--- config.mk ---
export PLATFORM = sky130hd
export DESIGN_NAME = cdb_arbiter
export DESIGN_NICKNAME = d
export VERILOG_FILES = /design/src/rtl/cdb_arbiter_pkg.sv /design/src/rtl/cdb_fifo.sv /design/src/rtl/cdb_arbiter.sv
export SDC_FILE = /design/constraint.sdc
export NUM_CORES = 1
export LEC_CHECK = 0
export ABC_AREA = 1
export ABC_CLOCK_PERIOD_IN_PS = 2940
export CORE_MARGIN = 5
export CORE_UTILIZATION = 49
export DETAILED_ROUTE_END_ITERATION = 8
export GPL_ROUTABILITY_DRIVEN = 0
export GPL_TIMING_DRIVEN = 0
export PLACE_DENSITY = 0.76
export SYNTH_ARGS = -nofsm -noshare
export SYNTH_HDL_FRONTEND = slang
export SYNTH_SLANG_ARGS = --single-unit
export TNS_END_PERCENT = 30
--- constraint.sdc ---
create_clock -name clk -period 2.94 [get_ports clk]
set_clock_uncertainty 0.2 [all_clocks]
set_input_delay 0.441 -clock clk [delete_from_list [all_inputs] [get_ports clk]]
set_output_delay 0.441 -clock clk [all_outputs]
set_load 0.03 [all_outputs]
--- src/rtl/cdb_arbiter_pkg.sv ---
// ---------------------------------------------------------------------------
// cdb_arbiter_pkg
// Shared types and constants for the common data bus (CDB) arbiter slice.
//   CDB_packet_t   : one functional-unit result as broadcast on the CDB
//   N_CDB_SRC      : default number of result sources feeding the CDB
//   CDB_FIFO_DEPTH : default entries buffered per source
//   CDB_IDLE       : value the CDB carries when nothing is broadcast
//   isValidTag()   : ROB entry 0 is reserved as "no tag"
// ---------------------------------------------------------------------------
package cdb_arbiter_pkg;

   localparam int N_CDB_SRC      = 4;
   localparam int CDB_FIFO_DEPTH = 2;

   typedef struct packed {
      logic [3:0]  dest_ROB_entry;
      logic [31:0] result;
      logic        load_step1;
   } CDB_packet_t;

   localparam CDB_packet_t CDB_IDLE = '0;

   // A packet is only worth broadcasting when it names a real ROB entry;
   // entry 0 doubles as the idle tag so consumers never match on it.
   function automatic logic isValidTag(input CDB_packet_t pkt);
      return pkt.dest_ROB_entry != 4'd0;
   endfunction

endpackage

--- src/rtl/cdb_fifo.sv ---
// ---------------------------------------------------------------------------
// cdb_fifo
// Small in-order buffer holding results from one functional unit until the
// CDB arbiter grants that source.
//   clk      : clock
//   reset    : synchronous active-low reset
//   flush_i  : synchronous empty (branch mispredict)
//   push_i   : enqueue data_i (ignored when full)
//   data_i   : packet to enqueue
//   pop_i    : dequeue the head (ignored when empty)
//   head_o   : oldest buffered packet
//   count_o  : registered occupancy
//   full_o   : occupancy == DEPTH
//   empty_o  : occupancy == 0
// ---------------------------------------------------------------------------
module cdb_fifo
   import cdb_arbiter_pkg::*;
#(
   parameter int DEPTH = CDB_FIFO_DEPTH,
   localparam int PTR_W = (DEPTH > 1) ? $clog2(DEPTH) : 1,
   localparam int CNT_W = $clog2(DEPTH + 1)
)
(
   input  logic             clk,
   input  logic             reset,
   input  logic             flush_i,
   input  logic             push_i,
   input  CDB_packet_t      data_i,
   input  logic             pop_i,
   output CDB_packet_t      head_o,
   output logic [CNT_W-1:0] count_o,
   output logic             full_o,
   output logic             empty_o
);

   CDB_packet_t      mem_q [DEPTH];
   logic [PTR_W-1:0] wrPtr_q, wrPtr_d;
   logic [PTR_W-1:0] rdPtr_q, rdPtr_d;
   logic [CNT_W-1:0] count_q, count_d;
   logic             doPush;
   logic             doPop;

   // Pointers wrap explicitly at DEPTH-1 so the buffer stays correct even if
   // the depth is ever changed to something that does not fill PTR_W bits.
   function automatic logic [PTR_W-1:0] nextPtr(input logic [PTR_W-1:0] ptr);
      return (ptr == PTR_W'(DEPTH - 1)) ? '0 : ptr + PTR_W'(1);
   endfunction

   assign full_o  = (count_q == CNT_W'(DEPTH));
   assign empty_o = (count_q == '0);
   assign count_o = count_q;
   assign head_o  = mem_q[rdPtr_q];
   assign doPush  = push_i & ~full_o;
   assign doPop   = pop_i & ~empty_o;

   // Next-state for pointers and occupancy. A push and pop in the same cycle
   // move both pointers and leave the count alone, so order is preserved.
   always_comb begin
      wrPtr_d = wrPtr_q;
      rdPtr_d = rdPtr_q;
      count_d = count_q;
      if (doPush) begin
         wrPtr_d = nextPtr(wrPtr_q);
      end
      if (doPop) begin
         rdPtr_d = nextPtr(rdPtr_q);
      end
      if (doPush && !doPop) begin
         count_d = count_q + CNT_W'(1);
      end else if (!doPush && doPop) begin
         count_d = count_q - CNT_W'(1);
      end
   end

   // Control state. Reset and flush both simply forget every entry; the
   // storage itself is not cleared because nothing reads it while empty.
   always_ff @(posedge clk) begin
      if (!reset || flush_i) begin
         wrPtr_q <= '0;
         rdPtr_q <= '0;
         count_q <= '0;
      end else begin
         wrPtr_q <= wrPtr_d;
         rdPtr_q <= rdPtr_d;
         count_q <= count_d;
      end
   end

   // Packet storage, written at the tail on every accepted push.
   always_ff @(posedge clk) begin
      if (doPush) begin
         mem_q[wrPtr_q] <= data_i;
      end
   end

endmodule

--- src/rtl/cdb_arbiter.sv ---
// ---------------------------------------------------------------------------
// cdb_arbiter
// Collects results from N_SRC functional units into per-source FIFOs and
// broadcasts at most one per cycle on the CDB, chosen round-robin.
//   clk          : clock
//   reset        : synchronous active-low reset
//   mispredicted : flush every buffered and in-flight result
//   fu_valid     : per-source result offer
//   fu_packet    : per-source result
//   fu_ready     : per-source accept (from registered FIFO occupancy only)
//   CDB_out      : registered broadcast, idle (all zero) when nothing won
//   cdb_grant    : one-hot source of CDB_out, zero when idle
// ---------------------------------------------------------------------------
module cdb_arbiter
   import cdb_arbiter_pkg::*;
#(
   parameter int N_SRC = N_CDB_SRC,
   parameter int DEPTH = CDB_FIFO_DEPTH
)
(
   input  logic                         clk,
   input  logic                         reset,
   input  logic                         mispredicted,
   input  logic        [N_SRC-1:0]      fu_valid,
   input  CDB_packet_t [N_SRC-1:0]      fu_packet,
   output logic        [N_SRC-1:0]      fu_ready,
   output CDB_packet_t                  CDB_out,
   output logic        [N_SRC-1:0]      cdb_grant
);

   localparam int PTR_W = (N_SRC > 1) ? $clog2(N_SRC) : 1;
   localparam int SUM_W = PTR_W + 1;
   localparam int CNT_W = $clog2(DEPTH + 1);

   logic        [N_SRC-1:0] push;
   logic        [N_SRC-1:0] pop;
   logic        [N_SRC-1:0] full;
   logic        [N_SRC-1:0] empty;
   CDB_packet_t [N_SRC-1:0] head;
   logic        [CNT_W-1:0] count [N_SRC];

   logic [PTR_W-1:0] ptr_q, ptr_d;
   CDB_packet_t      cdbOut_q, cdbOut_d;
   logic [N_SRC-1:0] grant_q, grant_d;
   logic             readyEn_q;

   logic             winnerValid;
   logic [PTR_W-1:0] winner;
   logic [SUM_W-1:0] probeSum;
   logic [PTR_W-1:0] probeIdx;

   // One FIFO per source. Readiness comes from the registered count plus a
   // registered "out of reset" flag, so a pop never ripples into fu_ready.
   // Tag-0 offers and offers during a flush are dropped without stalling.
   for (genvar g = 0; g < N_SRC; g++) begin : gSrc
      assign fu_ready[g] = readyEn_q & (count[g] < CNT_W'(DEPTH));
      assign push[g]     = fu_valid[g] & fu_ready[g] & ~full[g] & ~mispredicted
                           & isValidTag(fu_packet[g]);

      cdb_fifo #(.DEPTH(DEPTH)) uFifo (
         .clk     (clk),
         .reset   (reset),
         .flush_i (mispredicted),
         .push_i  (push[g]),
         .data_i  (fu_packet[g]),
         .pop_i   (pop[g]),
         .head_o  (head[g]),
         .count_o (count[g]),
         .full_o  (full[g]),
         .empty_o (empty[g])
      );
   end

   // Round-robin search: probe sources ptr, ptr+1, ... wrapping at N_SRC.
   // Walking the offsets from far to near lets the nearest non-empty source
   // overwrite any farther one, which keeps the loop free of early exits.
   always_comb begin
      winnerValid = 1'b0;
      winner      = '0;
      probeSum    = '0;
      probeIdx    = '0;
      for (int off = N_SRC - 1; off >= 0; off--) begin
         probeSum = {1'b0, ptr_q} + SUM_W'(off);
         if (probeSum >= SUM_W'(N_SRC)) begin
            probeSum = probeSum - SUM_W'(N_SRC);
         end
         probeIdx = probeSum[PTR_W-1:0];
         if (!empty[probeIdx]) begin
            winnerValid = 1'b1;
            winner      = probeIdx;
         end
      end
   end

   // Broadcast decision: pop the winner's head straight into the output
   // register and move the pointer just past it. A flush suppresses the
   // broadcast and returns the pointer to source 0.
   always_comb begin
      pop      = '0;
      grant_d  = '0;
      cdbOut_d = CDB_IDLE;
      ptr_d    = ptr_q;
      if (mispredicted) begin
         ptr_d = '0;
      end else if (winnerValid) begin
         pop[winner]     = 1'b1;
         grant_d[winner] = 1'b1;
         cdbOut_d        = head[winner];
         ptr_d           = (winner == PTR_W'(N_SRC - 1)) ? '0 : winner + PTR_W'(1);
      end
   end

   // Arbiter state and the CDB output register. Every broadcast lives for
   // exactly one cycle because the register reloads every edge.
   always_ff @(posedge clk) begin
      if (!reset) begin
         ptr_q     <= '0;
         cdbOut_q  <= CDB_IDLE;
         grant_q   <= '0;
         readyEn_q <= 1'b0;
      end else begin
         ptr_q     <= ptr_d;
         cdbOut_q  <= cdbOut_d;
         grant_q   <= grant_d;
         readyEn_q <= 1'b1;
      end
   end

   assign CDB_out   = cdbOut_q;
   assign cdb_grant = grant_q;

endmodule

# Word-level counts from Yosys, hierarchy flattened
# Memories as Yosys holds them, arrays and structs flattened. A register that Yosys moved wholly into a read port is not among the register bits.
# Cells that the tools add are included.
# W data, S select, Z words.
[op_classes]
n_addsub = 24
mul = 0
n_div = 0
order_cmp = 14
n_eq_ne = 5
shifts = 0
n_mux = 60
bitwise_logic = 39
reduce_logical = 33
[ops]
columns = ["operator", "count"]
rows = [
  ["$bmux W37 S2", 1],
  ["$mux W37", 1],
  ["$mux W1", 34],
  ["$mux W2", 17],
  ["$and A1 B1 Y1", 28],
  ["$reduce_bool A4 Y1", 4],
  ["$sub A2 B1 Y2 const B", 8],
  ["$lt A2 B3 Y1 const B", 5],
  ["$not A1 Y1", 11],
  ["$add A2 B1 Y2 const B", 5],
  ["$eq A2 B2 Y1 const B", 5],
  ["$ge A3 B3 Y1 const B", 3],
  ["$logic_and A1 B1 Y1", 9],
  ["$logic_not A1 Y1", 9],
  ["$add A1 B1 Y1 const B", 8],
  ["$bmux W1 S2", 4],
  ["$logic_not A2 Y1", 4],
  ["$lt A2 B2 Y1 const B", 4],
  ["$mux W4", 2],
  ["$reduce_bool A2 Y1", 4],
  ["$add A2 B2 Y3 const B", 2],
  ["$add A2 B1 Y3 const B", 1],
  ["$ge A2 B3 Y1 const B", 1],
  ["$reduce_or A3 Y1", 1],
  ["4 further kinds", 4],
]
[totals]
register_bits = 60
latch_bits = 0
ramBits = 296
romBits = 0
input_bits = 155
out_inout_bits = 45
elab_cells = 197
memories = 4
[memory_table]
columns = ["memory", "depth", "word_bits", "read_ports", "rd_clocked_by_memory_dff", "write_ports", "line_no", "rtl"]
rows = [
  ["gSrc[0].uFifo.mem_q", 2, 37, 1, 1, 1, "cdb_fifo.sv:36", "CDB_packet_t mem_q [DEPTH];"],
  ["gSrc[1].uFifo.mem_q", 2, 37, 1, 1, 1, "cdb_fifo.sv:36", ""],
  ["gSrc[2].uFifo.mem_q", 2, 37, 1, 1, 1, "cdb_fifo.sv:36", ""],
  ["gSrc[3].uFifo.mem_q", 2, 37, 1, 1, 1, "cdb_fifo.sv:36", ""],
]

# Logic depth before layout (Yosys ltp)
[logic_depth]
word_depth = 19
depth_mapped = 22
ltp_nobuf = 19

# Hierarchy
# Synthesis repeated with hierarchy kept, for this count alone.
[hier_totals]
hier_cells = 1146
area_unflattened_um2 = 15606.2
[modules_own_cells]
columns = ["module", "instances", "cells_each", "area_per_inst_um2", "seq_area_each_um2"]
rows = [
  ["cdb_fifo at gSrc[0].uFifo ...", 3, 152, 3088.0, 2322.2],
  ["cdb_arbiter", 1, 536, 3265.6, 880.8],
  ["cdb_fifo at gSrc[3].uFifo", 1, 154, 3076.7, 2322.2],
]

# Least setup slack after synthesis
# Ideal clock, no wire load.
[synth_timing]
path_kind = "reg2reg"
startpoint = "register readyEn_q"
endpoint = "memory gSrc[0].uFifo.mem_q[1][0] (netlist name) (enable)"
setup_ps = 433
t_arrival_ps = 2768
required_ps = 2307
path_slack_ps = -460
path_stages_with_launch = 7
n_path_buf = 0
synth_period_minus_slack_ps = 3400
cell_sequence = "dfxtp_1 -> inv_1 -> nor2_1 -> nand3_1 -> nor2_1 -> inv_1 -> nor2_1"
[synth_via]
elab_chain_len = 8
[synth_rtl]
columns = ["item", "line_no", "rtl"]
rows = [
  ["start, declared", "cdb_arbiter.sv:45", "logic readyEn_q;"],
  ["start signal, assigned", "cdb_arbiter.sv:120", "readyEn_q <= 1'b0;"],
  ["start signal, assigned", "cdb_arbiter.sv:125", "readyEn_q <= 1'b1;"],
  ["$and A1 B1 Y1", "cdb_arbiter.sv:56", "assign fu_ready[g] = readyEn_q & (count[g] < CNT_W'(DEPTH));"],
  ["net fu_ready[0]", "cdb_arbiter.sv:26", "output logic [N_SRC-1:0] fu_ready,"],
  ["$and A1 B1 Y1 (3 in series)", "cdb_arbiter.sv:57", "assign push[g] = fu_valid[g] & fu_ready[g] & ~full[g] & ~mispredicted"],
  ["$and A1 B1 Y1", "cdb_arbiter.sv:58", "& isValidTag(fu_packet[g]);"],
  ["$and A1 B1 Y1", "cdb_fifo.sv:53", "assign doPush = push_i & ~full_o;"],
  ["net gSrc[0].uFifo.doPush", "cdb_fifo.sv:40", "logic doPush;"],
  ["$mux W1", "cdb_fifo.sv:91", "if (doPush) begin"],
  ["$mux W1 (implied by the code)", "cdb_fifo.sv:92", "mem_q[wrPtr_q] <= data_i;"],
  ["end, declared", "cdb_fifo.sv:36", ""],
]
# The timed path passes the listed nets, and every way through them passes these cells.

# Final worst setup path
[layout_timing]
startpoint = "register gSrc[3].uFifo.count_q[1]"
endpoint = "register gSrc[3].uFifo.count_q[1]"
[layout_via]
elab_chain_len = 17
elab_cells_between_ends = 44
classes_between = "2 x add/sub; 3 x order compare; 1 x eq/ne; 22 x mux; 9 x bitwise; 7 x reduce/logical"
[layout_rtl]
columns = ["item", "line_no", "rtl"]
rows = [
  ["start, declared", "cdb_fifo.sv:39", "logic [CNT_W-1:0] count_q, count_d;"],
  ["start signal, assigned", "cdb_fifo.sv:85", "count_q <= count_d;"],
  ["$logic_not A2 Y1", "cdb_fifo.sv:50", "assign empty_o = (count_q == '0);"],
  ["$bmux W1 S2", "cdb_arbiter.sv:88", "if (!empty[probeIdx]) begin"],
  ["$mux W1 (implied by the code)", "cdb_arbiter.sv:88", ""],
  ["$mux W2 (4 in series)", "cdb_arbiter.sv:88", ""],
  ["$lt A2 B3 Y1 (implied by the code) or $ge A2 B1 Y1 (tied branches)", "cdb_arbiter.sv:106", "pop[winner] = 1'b1;"],
  ["$logic_and A1 B1 Y1 (implied by the code)", "cdb_arbiter.sv:106", ""],
  ["$mux W1 (implied by the code)", "cdb_arbiter.sv:106", ""],
  ["$demux W1 S2", "cdb_arbiter.sv:106", ""],
  ["$mux W4", "cdb_arbiter.sv:105", "end else if (winnerValid) begin"],
  ["$mux W4", "cdb_arbiter.sv:103", "if (mispredicted) begin"],
  ["$and A1 B1 Y1", "cdb_fifo.sv:54", "assign doPop = pop_i & ~empty_o;"],
  ["$logic_not A1 Y1", "cdb_fifo.sv:68", "if (doPush && !doPop) begin"],
  ["$logic_and A1 B1 Y1", "cdb_fifo.sv:68", ""],
  ["$mux W2 or $reduce_bool A2 Y1 (tied branches)", "n/a", ""],
]
# Parallel ways exist; a longest one is shown, timed or not. The select of a mux whose other input is x is not followed.
# A chain may end at the register's enable or synchronous reset.

==> impl_summary.txt <==
----------------------------------------------------
[Global route]
  Number of antenna violations at the first check in global routing ... 1
  Number of global-route vias before repair ... 9085
  Global-route wire length before repair ... 52900 um
  GRT Overall Usage ... 22.3%
  Total gr overflow ... 0
  Largest net degree at the start of global routing ... 31

[Floorplan]
  Initial core utilization ... 49.9%
  Number of standard-cell rows in the floorplan ... 61
  Die Y ... 179 um
  I/O pins ... 200
  Die W ... 179 um
  Standard cell core area ... 27900 um2
  Die area ... 31900 um2

[Finish]
  Fraction of final layout cells sized beyond drive strength 1 ... 10.3%
  Area growth from synthesis to layout ... 29.0%
  Final core utilization ... 64.4%
  Post-layout net count ... 1396

[Min path]
  Hold/Removal Path Class ... reg2reg
  Hold path startpoint ... gSrc[3].uFifo.rdPtr_q
  Number of cells on the worst hold path ... 2

[STA]
  Final Hold Viols ... 0
  Final Max Slew Viols ... 0
  Slew at the pin closest to its max-slew limit ... 963 ps
  Crit path time final ... 2840 ps
  RSZ-0062 raised after global routing ... true
  Maximum operating frequency ... 352 MHz
  Final count of negative-setup-slack endpoints ... 0
  Max-Slew Margin vs Limit ... 35.8%
  Share of the cycle needed by the critical path after routing ... 96.7%

[Synth]
  Number of flops mapped to enable cells by yosys ... 296
  Post-synthesis sequential area ratio ... 72.9%
  Post-Synthesis Net Count ... 1148
  Cell count after synthesis ... 988
  Synth unique cells ... 25
  Number of warnings reported in the yosys synthesis log ... 0
  Async S/R FF share, synth ... 0%
  Synth cell count leaders ... sky130_fd_sc_hd__edfxtp_1, sky130_fd_sc_hd__nand3_1, sky130_fd_sc_hd__mux2i_1, sky130_fd_sc_hd__nand2_1, sky130_fd_sc_hd__dfxtp_1
  Flip-flop cell with the highest count after synthesis ... sky130_fd_sc_hd__edfxtp_1
  Area share of the largest cell type after synthesis ... 63.8%
  Most frequently used cell type in the post-synthesis netlist ... sky130_fd_sc_hd__edfxtp_1
  Biggest area contributors in the synthesized netlist ... sky130_fd_sc_hd__edfxtp_1, sky130_fd_sc_hd__mux2i_1, sky130_fd_sc_hd__dfxtp_1
  Syn_area_per_cell ... 14.1 um2
  Synthesis-stage register bit count ... 360
  Yosys top cell by area ... sky130_fd_sc_hd__edfxtp_1
  Summed instance area of the synthesized netlist ... 13900 um2

[Pwr]
  Leakage dissipation ... 5.96 nW
  Sum of internal, switching and leakage power ... 0.0157 W
  VDD IR max ... 431 uV
  Power density normalized to cell area ... 874 nW/um2

[Detailed routing]
  Remaining number of nets flagged by the antenna check after routing ... 0
  Via-per-instance ratio ... 5.45
  Count of routing violations after the opening detailed-route iteration ... 870
  Average wire per cell in the routed design ... 21.9 um
  Via count ... 8957
  Routed Wire Length ... 36000 um
  DR DRC count ... 0
  TritonRoute pass-1 iters ... 5

[Outcome]
  Status ... completed

[Critical path]
  Beginning of the worst register-to-register path ... gSrc[3].uFifo.count_o[1]
  Worst setup path class ... reg2reg
  Startpoint types ... flip-flop
  Required time of the critical path ... 3130 ps
  Arrival time reported for the critical path endpoint ... 3040 ps
  R2r endpoint ... gSrc[3].uFifo.count_o[1]
  Biggest fanout along the worst timing path ... 10
  Reg2reg setup slack ... 100 ps
  Worst Reg-to-Reg Cells ... 18
  Critical path capture point type ... flip-flop

[Job]
  Max-capacitance violation count ... 0

[Clock tree]
  Largest buffer count on any clock path ... 3
  Latest clock arrival within the worst-skew pair ... 520 ps
  H-tree depth ... 2
  Clock tree from TritonCTS ... done
  Total clock buffers created by CTS ... 37
  Clock Pin Slew Worst Setup and Hold Paths ... 60 ps
  Root Buffer ... sky130_fd_sc_hd__clkbuf_16
  Total clock sinks ... 360

[Placement]
  Final HPWL from detailed placement ... 25800 um
  Quantity of I/O buffers inserted on ports ... 199

----------------------------------------------------
[cell usage in the layout, fill, tap and decap left out, types with 25 or more instances in the layout]
cell type,count
sky130_fd_sc_hd__edfxtp_1,296
sky130_fd_sc_hd__clkdlybuf4s50_1,199
sky130_fd_sc_hd__nand3_1,161
sky130_fd_sc_hd__mux2i_1,148
sky130_fd_sc_hd__nand2_1,99
sky130_fd_sc_hd__dfxtp_1,64
sky130_fd_sc_hd__a21oi_1,56
sky130_fd_sc_hd__clkbuf_16,39
sky130_fd_sc_hd__inv_1,27
sky130_fd_sc_hd__nor2_1,25
[per-stage QoR]
step	setup slack, ps	instance area [um2]	std cells	TNS (ps)	hold WS, ps
detailed placement	-285	16600	1573	-363	284
floorplan	-460	13900	988	-82010	247
CTS	46.4	17900	1640	0	278
global route	-110	18000	1642	-140	279
global placement	-2040	16400	1565	-454550	259
finish	96.4	18000	1643	0	293
[worst max-delay path by stage]
stage                     slack (ps)                     start  cells after the start                         end
after floorplan                 -460                 readyEn_q                      6   gSrc[3].uFifo.mem_q[1][0]
after global placement         -2040              mispredicted                      6  gSrc[3].uFifo.mem_q[1][16]
after detailed placement        -280  gSrc[0].uFifo.count_o[1]                     18    gSrc[3].uFifo.count_o[1]
after CTS                         50                  ptr_q[0]                     19    gSrc[3].uFifo.count_o[1]
after global routing            -110                  ptr_q[0]                     19    gSrc[3].uFifo.count_o[1]
final                            100  gSrc[3].uFifo.count_o[1]                     18    gSrc[3].uFifo.count_o[1]
[layout make-up]
class | count | area (um2)
Antenna cell | 1 | 2.50
Clock buffer | 52 | 1050
Tap cell | 378 | 473
Timing Repair Buffer | 210 | 2180
Inverter | 32 | 123
Buffer | 53 | 302
Clock inverter | 15 | 201
Sequential cell | 360 | 10200
Multi-Input combinational cell | 542 | 3470
Fill cell | 2030 | 9960
[worst max-delay path: stages (launching register included)]
cell	delay [ps]
sky130_fd_sc_hd__dfxtp_1	460
sky130_fd_sc_hd__nor2_4	90
sky130_fd_sc_hd__nand2_1	100
sky130_fd_sc_hd__nand3_1	130
sky130_fd_sc_hd__nand2_1	120
sky130_fd_sc_hd__nand3_2	80
sky130_fd_sc_hd__nand2_1	80
sky130_fd_sc_hd__nand2_2	90
sky130_fd_sc_hd__nand2_4	120
sky130_fd_sc_hd__buf_8	150
sky130_fd_sc_hd__ha_1	150
sky130_fd_sc_hd__inv_1	50
sky130_fd_sc_hd__nor2_1	130
sky130_fd_sc_hd__nand3_2	140
sky130_fd_sc_hd__ha_4	250
sky130_fd_sc_hd__a21oi_1	110
sky130_fd_sc_hd__o21ai_1	100
sky130_fd_sc_hd__o21ai_1	120
sky130_fd_sc_hd__a21oi_1	60
[flip-flops by register name (all words and copies together), names as in the netlist, named ones only]
| signal | flops |
|---|---|
| readyEn_q | 1 |
| CDB_out | 37 |
| ptr_q | 2 |
| gSrc.uFifo.rdPtr_q | 4 |
| gSrc.uFifo.mem_q | 296 |
| gSrc.uFifo.count_o | 8 |
| cdb_grant | 4 |
| gSrc.uFifo.wrPtr_q | 4 |
[power breakdown]
part	switching (W)	internal, W
logic	0.00314	0.00171
clock network	0.00186	0.00295
registers	0.000144	0.00591
total	0.00514	0.0106
[repair_timing]
action / 4_1_cts / 5_1_grt
setup buffers: 1 / 2
pin swaps: 1 / 2
hold buffers: 0 / 0
resized for setup: 10 / 9
hold endpoints to repair: 0 / 0
setup endpoints to repair: 2 / 5
[kinds of logic (layout without fill, tap and decap cells)]
| group | after synthesis | in the layout | share of synthesized area, % |
|---|---|---|---|
| AO/OA/AOI/OAI | 71 | 71 | 2.57 |
| other | 0 | 1 | 0 |
| flip-flops | 360 | 360 | 72.9 |
| AND/OR/NAND/NOR | 318 | 318 | 10.5 |
| multiplexers | 148 | 148 | 10.6 |
| buffers and inverters | 86 | 362 | 2.92 |
| adder cells (fa/ha/maj) | 5 | 5 | 0.449 |
[metal layers]
| metal | routed length, um | vias to the layer above | global-route usage [%] |
|---|---|---|---|
| li1 | - | 4147 | - |
| met1 | 14400 | 4357 | 29.8 |
| met2 | 17800 | 382 | 37.3 |
| met3 | 2900 | 69 | 4.53 |
| met4 | 965 | 2 | 6.78 |
| met5 | 8 | - | 0 |
Power figures use the tool's default switching activity.
==> RTL change 1 (config.mk and constraints unchanged) <==
Reset style: asynchronous (`reset`), changed in one clocked block. Comments in the files are not updated.
--- a/src/rtl/cdb_arbiter.sv
+++ b/src/rtl/cdb_arbiter.sv
@@ -112,7 +112,7 @@
 
    // Arbiter state and the CDB output register. Every broadcast lives for
    // exactly one cycle because the register reloads every edge.
-   always_ff @(posedge clk) begin
+   always_ff @(posedge clk or negedge reset) begin
       if (!reset) begin
          ptr_q     <= '0;
          cdbOut_q  <= CDB_IDLE;
Function: differs if reset is asserted again (counterexample within 4 cycles, from zero or initial values and one cycle with reset low); with reset held inactive, the same outputs for 4 cycles.
==> RTL change 1 against the unedited design <==
- fmax rose by 1.2%
- design area rose by 3.9%
- sequential share of layout area fell by 0.94 points
- wire length rose by 0.65%
- sequential cell count did not move
- power rose by 12%
- critical path depth rose by 1
- setup slack improved by 33 ps
- area after synthesis rose by 5.3%
- largest cell class unchanged
==> RTL change 1: results (changes against the unedited design) <==
----------------------------------------------------
[Synthesis]
  Async S/R FF share, synth ... 0.122 (+0.122)
  Top cells by area in the synthesized netlist ... edfxtp_1 61%, mux2_2 8.5%, dfrtp_1 7.5%, nand3_1 4.2%, nand2_1 3.7%
  Leading cell types by count after synthesis ... 296 x edfxtp_1, 146 x nand2_1, 123 x nand3_1
  Syn Nets ... 1,240 (+8.0%)
  Proportion of synthesized chip area in sequential cells ... 0.708 (-0.0220)
  Post-synth EDFFs ... 296 (unchanged)
  Yosys cell types ... 32 (+28%)

[Layout]
  Nets ... 1,494 (+7.0%)
  Largest Register ... gSrc.uFifo.mem_q
  Share of post-route cells with drive strength above 1 ... 0.189 (+0.0857)
  Total inserted antenna cells ... 0 (-1)

[Power]
  VDD IR-drop max ... 0.000484 V (+12%)
  Static leakage ... 6.66 nW (+12%)

[Worst hold path]
  Hold Crit Class ... in -> async

[Global routing]
  Global-route wire length before repair ... 54,700 um (+3.5%)
  Total GRT Usage ... 0.211 (-0.0128)
  Largest net degree at the start of global routing ... 34 (+9.7%)
  Number of global-route vias before repair ... 9,614 (+5.8%)
  Aggregate global routing overflow ... 0 (unchanged)

[Route]
  Number of DRC violations after detailed-routing iteration 0 ... 1,095 (+26%)
  WL/cell ... 20.7 um (-5.7%)
  Via Count ... 9,480 (+5.8%)

[Clocking]
  TritonCTS buffer count ... 38 (+2.7%)
  Master cell of the clock root buffer ... clkbuf_16

[Critical path]
  Crit path arrival time ... 3000 ps (-40 ps)
  Critical Path Max Stage Delay ... 410 ps (-50 ps)
  Worst Setup SP ... ptr_q[0]
  Crit path max fanout ... 10 (unchanged)
  Max stage delay cell, worst path ... dfrtp_1

[Placement]
  HPWL Detailed ... 26,200 um (+1.5%)
  Placement Cell Area ... 17,400 um^2 (+4.6%)

[Timing]
  Worst rel slew slack ... 0.489 (+0.132)

[Run status]
  Status ... completed

----------------------------------------------------
## RTL change 1: stage by stage
step / setup slack (ps) / hold WS (ps) / cells
2_1_floorplan: -476 / -54.6 / 1080
3_3_place_gp: -1750 / 272 / 1669
3_5_place_dp: -536 / 278 / 1678
4_1_cts: 1.75 / 288 / 1750
5_1_grt: -51.0 / 291 / 1753
6_report: 129 / 286 / 1753
## RTL change 1: what timing repair did
item / in CTS / in global routing
pin swaps: 0 / 3
setup endpoints to repair: 2 / 5
hold buffers: 1 / 0
setup buffers: 2 / 3
hold endpoints to repair: 22 / 0
gates resized for setup: 8 / 20
## RTL change 1: final timing paths
check	cells past startpoint	slack [ps]	to
min in group clk	2	300	gSrc[0].uFifo.rdPtr_q
max in group asynchronous	3	1690	CDB_out[16]
hold / removal	2	290	CDB_out[33]
setup reg to reg	19	130	gSrc[2].uFifo.count_o[1]
hold reg to reg	2	300	gSrc[0].uFifo.rdPtr_q
setup / recovery	19	130	gSrc[2].uFifo.count_o[1]
## RTL change 1: cell families after synthesis
group,synth area share
xor gates and xnor gates,0.000597
muxes,0.110
other,0.000255
and+or+nand+nor,0.109
AOI/OAI and AO/OA,0.0360
adders and majority gates,0.00426
DFF,0.708
buffers and inverters,0.0323
## RTL change 1: cell type report
class / instances / area, um^2
Sequential cell: 360 / 10400
Clock buffer: 51 / 1030
Tap cell: 390 / 488
Inverter: 34 / 128
Multi-Input combinational cell: 624 / 3950
Fill cell: 2222 / 11000
Clock inverter: 18 / 108
Buffer: 62 / 363
Timing Repair Buffer: 214 / 2210
## RTL change 1: worst max-delay path, delay by kind of cell (launching register included)
family / cells / cell delay, ps
compound gates: 4 / 440
fa+ha+maj: 2 / 410
flops: 1 / 410
simple gates: 8 / 750
buf+inv: 5 / 490
## RTL change 1: metal layers
layer,up-vias,global-route usage,routed length [um]
li1,4425,-,-
met1,4600,0.299,15500
met2,384,0.345,17300
met3,69,0.0347,2610
met4,2,0.0524,878
met5,-,0,11
## RTL change 1: where the power goes
part	switching (mW)	total (mW)	internal (mW)
Combinational	4.70	7.18	2.48
Sequential	0.119	6.00	5.88
Clock	1.85	4.40	2.55
==> RTL change 2 (same settings) <==
Without the edit above. `N_CDB_SRC`: 4 -> 8.
--- a/src/rtl/cdb_arbiter_pkg.sv
+++ b/src/rtl/cdb_arbiter_pkg.sv
@@ -9,7 +9,7 @@
 // ---------------------------------------------------------------------------
 package cdb_arbiter_pkg;
 
-   localparam int N_CDB_SRC      = 4;
+   localparam int N_CDB_SRC      = 8;
    localparam int CDB_FIFO_DEPTH = 2;
 
    typedef struct packed {
Interface: changed (resized cdb_grant, fu_packet, fu_ready and fu_valid); port bits go from 200 to 360. The function was not compared with the original's and may differ.
==> RTL change 2 against the unedited design <==
- the run now ends with negative setup slack left
- wire length increased by 140%
- setup slack got worse by 680 ps
- sequential cell count increased by 321
- die area increased by 94%
- design area increased by 110%
- global-route usage increased by 3.6 points
- synthesized cell count increased by 120%
- critical path type unchanged
- count of clock-buffer cells in the layout increased by 47
- via count increased by 120%
- largest cell class unchanged
- area after synthesis increased by 100%
Power is not shown: default switching activity piles up to over one toggle a cycle in this logic, so the estimate is an artifact.
==> RTL change 2: results (changes against the unedited design) <==
----------------------------------------------------
[Route]
  Number of DRC violations after detailed-routing iteration 0 ... 2,056 (+140%)
  DRT Wirelength ... 86,300 um (+140%)
  Via Count ... 19,865 (+120%)
  Post-Route M1 WL ... 33,500 um (+130%)
  DRT Pass-1 Iters ... 6 (+1)
  Met3 layer wire length in the routed design ... 7360 um (+150%)
  Length of routed met2 wiring ... 42,000 um (+140%)

[Placement]
  HPWL Detailed ... 57,700 um (+120%)
  Count of buffers from port buffering ... 358 (+80%)
  Worst-case setup slack after placement ... -1110 ps (-823 ps)

[Critical path]
  Crit path max fanout ... 6 (-4)
  Crit path arrival time ... 3810 ps (+770 ps)
  Type of the setup path with the least slack ... reg -> reg
  R2r startpoint ... ptr_q[1]

[Layout]
  Flip-flop count of the largest register, all copies and words added ... 592 (+100%)
  Number of fillers in the final layout ... 3,857 (+90%)
  Largest Register ... gSrc.uFifo.mem_q
  Share of post-route cells with drive strength above 1 ... 0.268 (+0.165)
  Nets ... 3,002 (+120%)

[Global routing]
  Number of antenna violations at the first check in global routing ... 10 (+9)
  Global-route wire length before repair ... 122,000 um (+130%)
  Largest net degree at the start of global routing ... 39 (+26%)
  Total GRT Usage ... 0.259 (+0.0355)

[Synthesis]
  Post-synth EDFFs ... 592 (+100%)
  Leading cell types by count after synthesis ... 592 x edfxtp_1, 397 x nand2_1, 320 x nand3_1
  Top cells by area in the synthesized netlist ... edfxtp_1 64%, dfxtp_1 6.4%, mux2_2 6.0%, nand3_1 5.7%, nand2_1 5.3%
  Proportion of synthesized chip area in sequential cells ... 0.700 (-0.0298)
  Yosys cell types ... 31 (+24%)
  Syn Nets ... 2,474 (+120%)

[Clocking]
  Clk buf depth ... 3 (unchanged)
  Clock insertion delay at the later pin of the skew report ... 610 ps (+90 ps)
  H-tree depth ... 3 (+1)
  TritonCTS buffer count ... 71 (+92%)

[Run status]
  Violated checks ... negative setup slack
  Status ... finished with violations

[Timing]
  Final setup margin ... -579 ps (-676 ps)
  Count of final setup violators ... 104 (+104)
  Worst rel slew slack ... 0.302 (-0.0559)
  Number of max-slew violations in the final report ... 0 (unchanged)

[Worst hold path]
  Hold path startpoint ... reset
  Hold Crit Class ... in -> reg

----------------------------------------------------
[RTL change 2: cell types whose count changed in the layout (fill, tap and decap cells not counted), sizes merged, moves of 25 or more]
cell / change
nor2: +125
inv: +45
mux2: +148
nand3: +153
edfxtp: +296
clkbuf: +82
clkdlybuf4s50: +159
buf: +106
nand2: +298
dfxtp: +25
[RTL change 2: per-layer routing]
| metal | GRT usage | up-vias |
|---|---|---|
| met3 | 0.0555 | 232 |
| met5 | 0 | - |
| met2 | 0.430 | 1082 |
| met1 | 0.338 | 9714 |
| met4 | 0.0968 | 6 |
| li1 | - | 8831 |
[RTL change 2: path summary, 6_finish.rpt]
path / cells past startpoint / slack, ps / endpoint
worst max register to register: 23 / -580 / gSrc[1].uFifo.count_o[1]
worst max-delay path: 23 / -580 / gSrc[1].uFifo.count_o[1]
worst min-delay path: 1 / 130 / readyEn_q
worst min register to register: 2 / 310 / gSrc[0].uFifo.rdPtr_q
[RTL change 2: timing repair]
item / CTS / global route
pin swaps: 96 / 90
gates cloned: 10 / 4
setup buffers: 47 / 29
resized for setup: 345 / 182
setup endpoints to repair: 302 / 584
[RTL change 2: area by class of cell]
cell class | count | area [um^2] | share of cell area
inverters | 80 | 328 | 0.00863
plain buffers | 114 | 916 | 0.0241
multi-input cells | 1288 | 9270 | 0.244
well taps | 756 | 946 | 0.0249
clock buffers | 99 | 2000 | 0.0527
diodes | 7 | 17.5 | 0.000461
clock inverters | 22 | 151 | 0.00399
flip-flops and latches | 681 | 19600 | 0.515
repair buffers | 449 | 4780 | 0.126
[RTL change 2: per-stage QoR]
step                      hold WS [ps]  cells  instance area, um^2  setup TNS [ps]  utilization
after floorplan                    252   2157                28100          -39390            -
after CTS                          106   3459                37000          -55090        0.654
after global placement             266   3271                32600         -501790        0.577
after global routing               132   3495                38000          -42170        0.672
after detailed placement           284   3282                32900         -162510        0.582
final                              133   3496                38000          -25340        0.672
[RTL change 2: worst max-delay path, cell delays in order, from the launching register on]
cell and delay, ps:
dfxtp_2 340, buf_6 120, inv_8 40, ha_4 280, inv_6 100, nand3_4 80
and2_4 170, or2_4 270, nand2_4 90, inv_2 50, nand2_2 50, nand2_1 60
nand2_2 70, nand2_4 70, nand2_8 130, buf_12 150, nand2_4 60, nor2_4 240
nand2_2 140, ha_4 270, a21oi_4 130, o21ai_2 90, o21ai_1 140, a21oi_1 50
[RTL change 2: logic make-up after synthesis]
family / synth area share
AO/OA/AOI/OAI: 0.0121
XOR/XNOR: 0.000940
adder cells (fa/ha/maj): 0.00448
buffers and inverters: 0.0311
flip-flops: 0.700
multiplexers: 0.113
AND/OR/NAND/NOR: 0.139
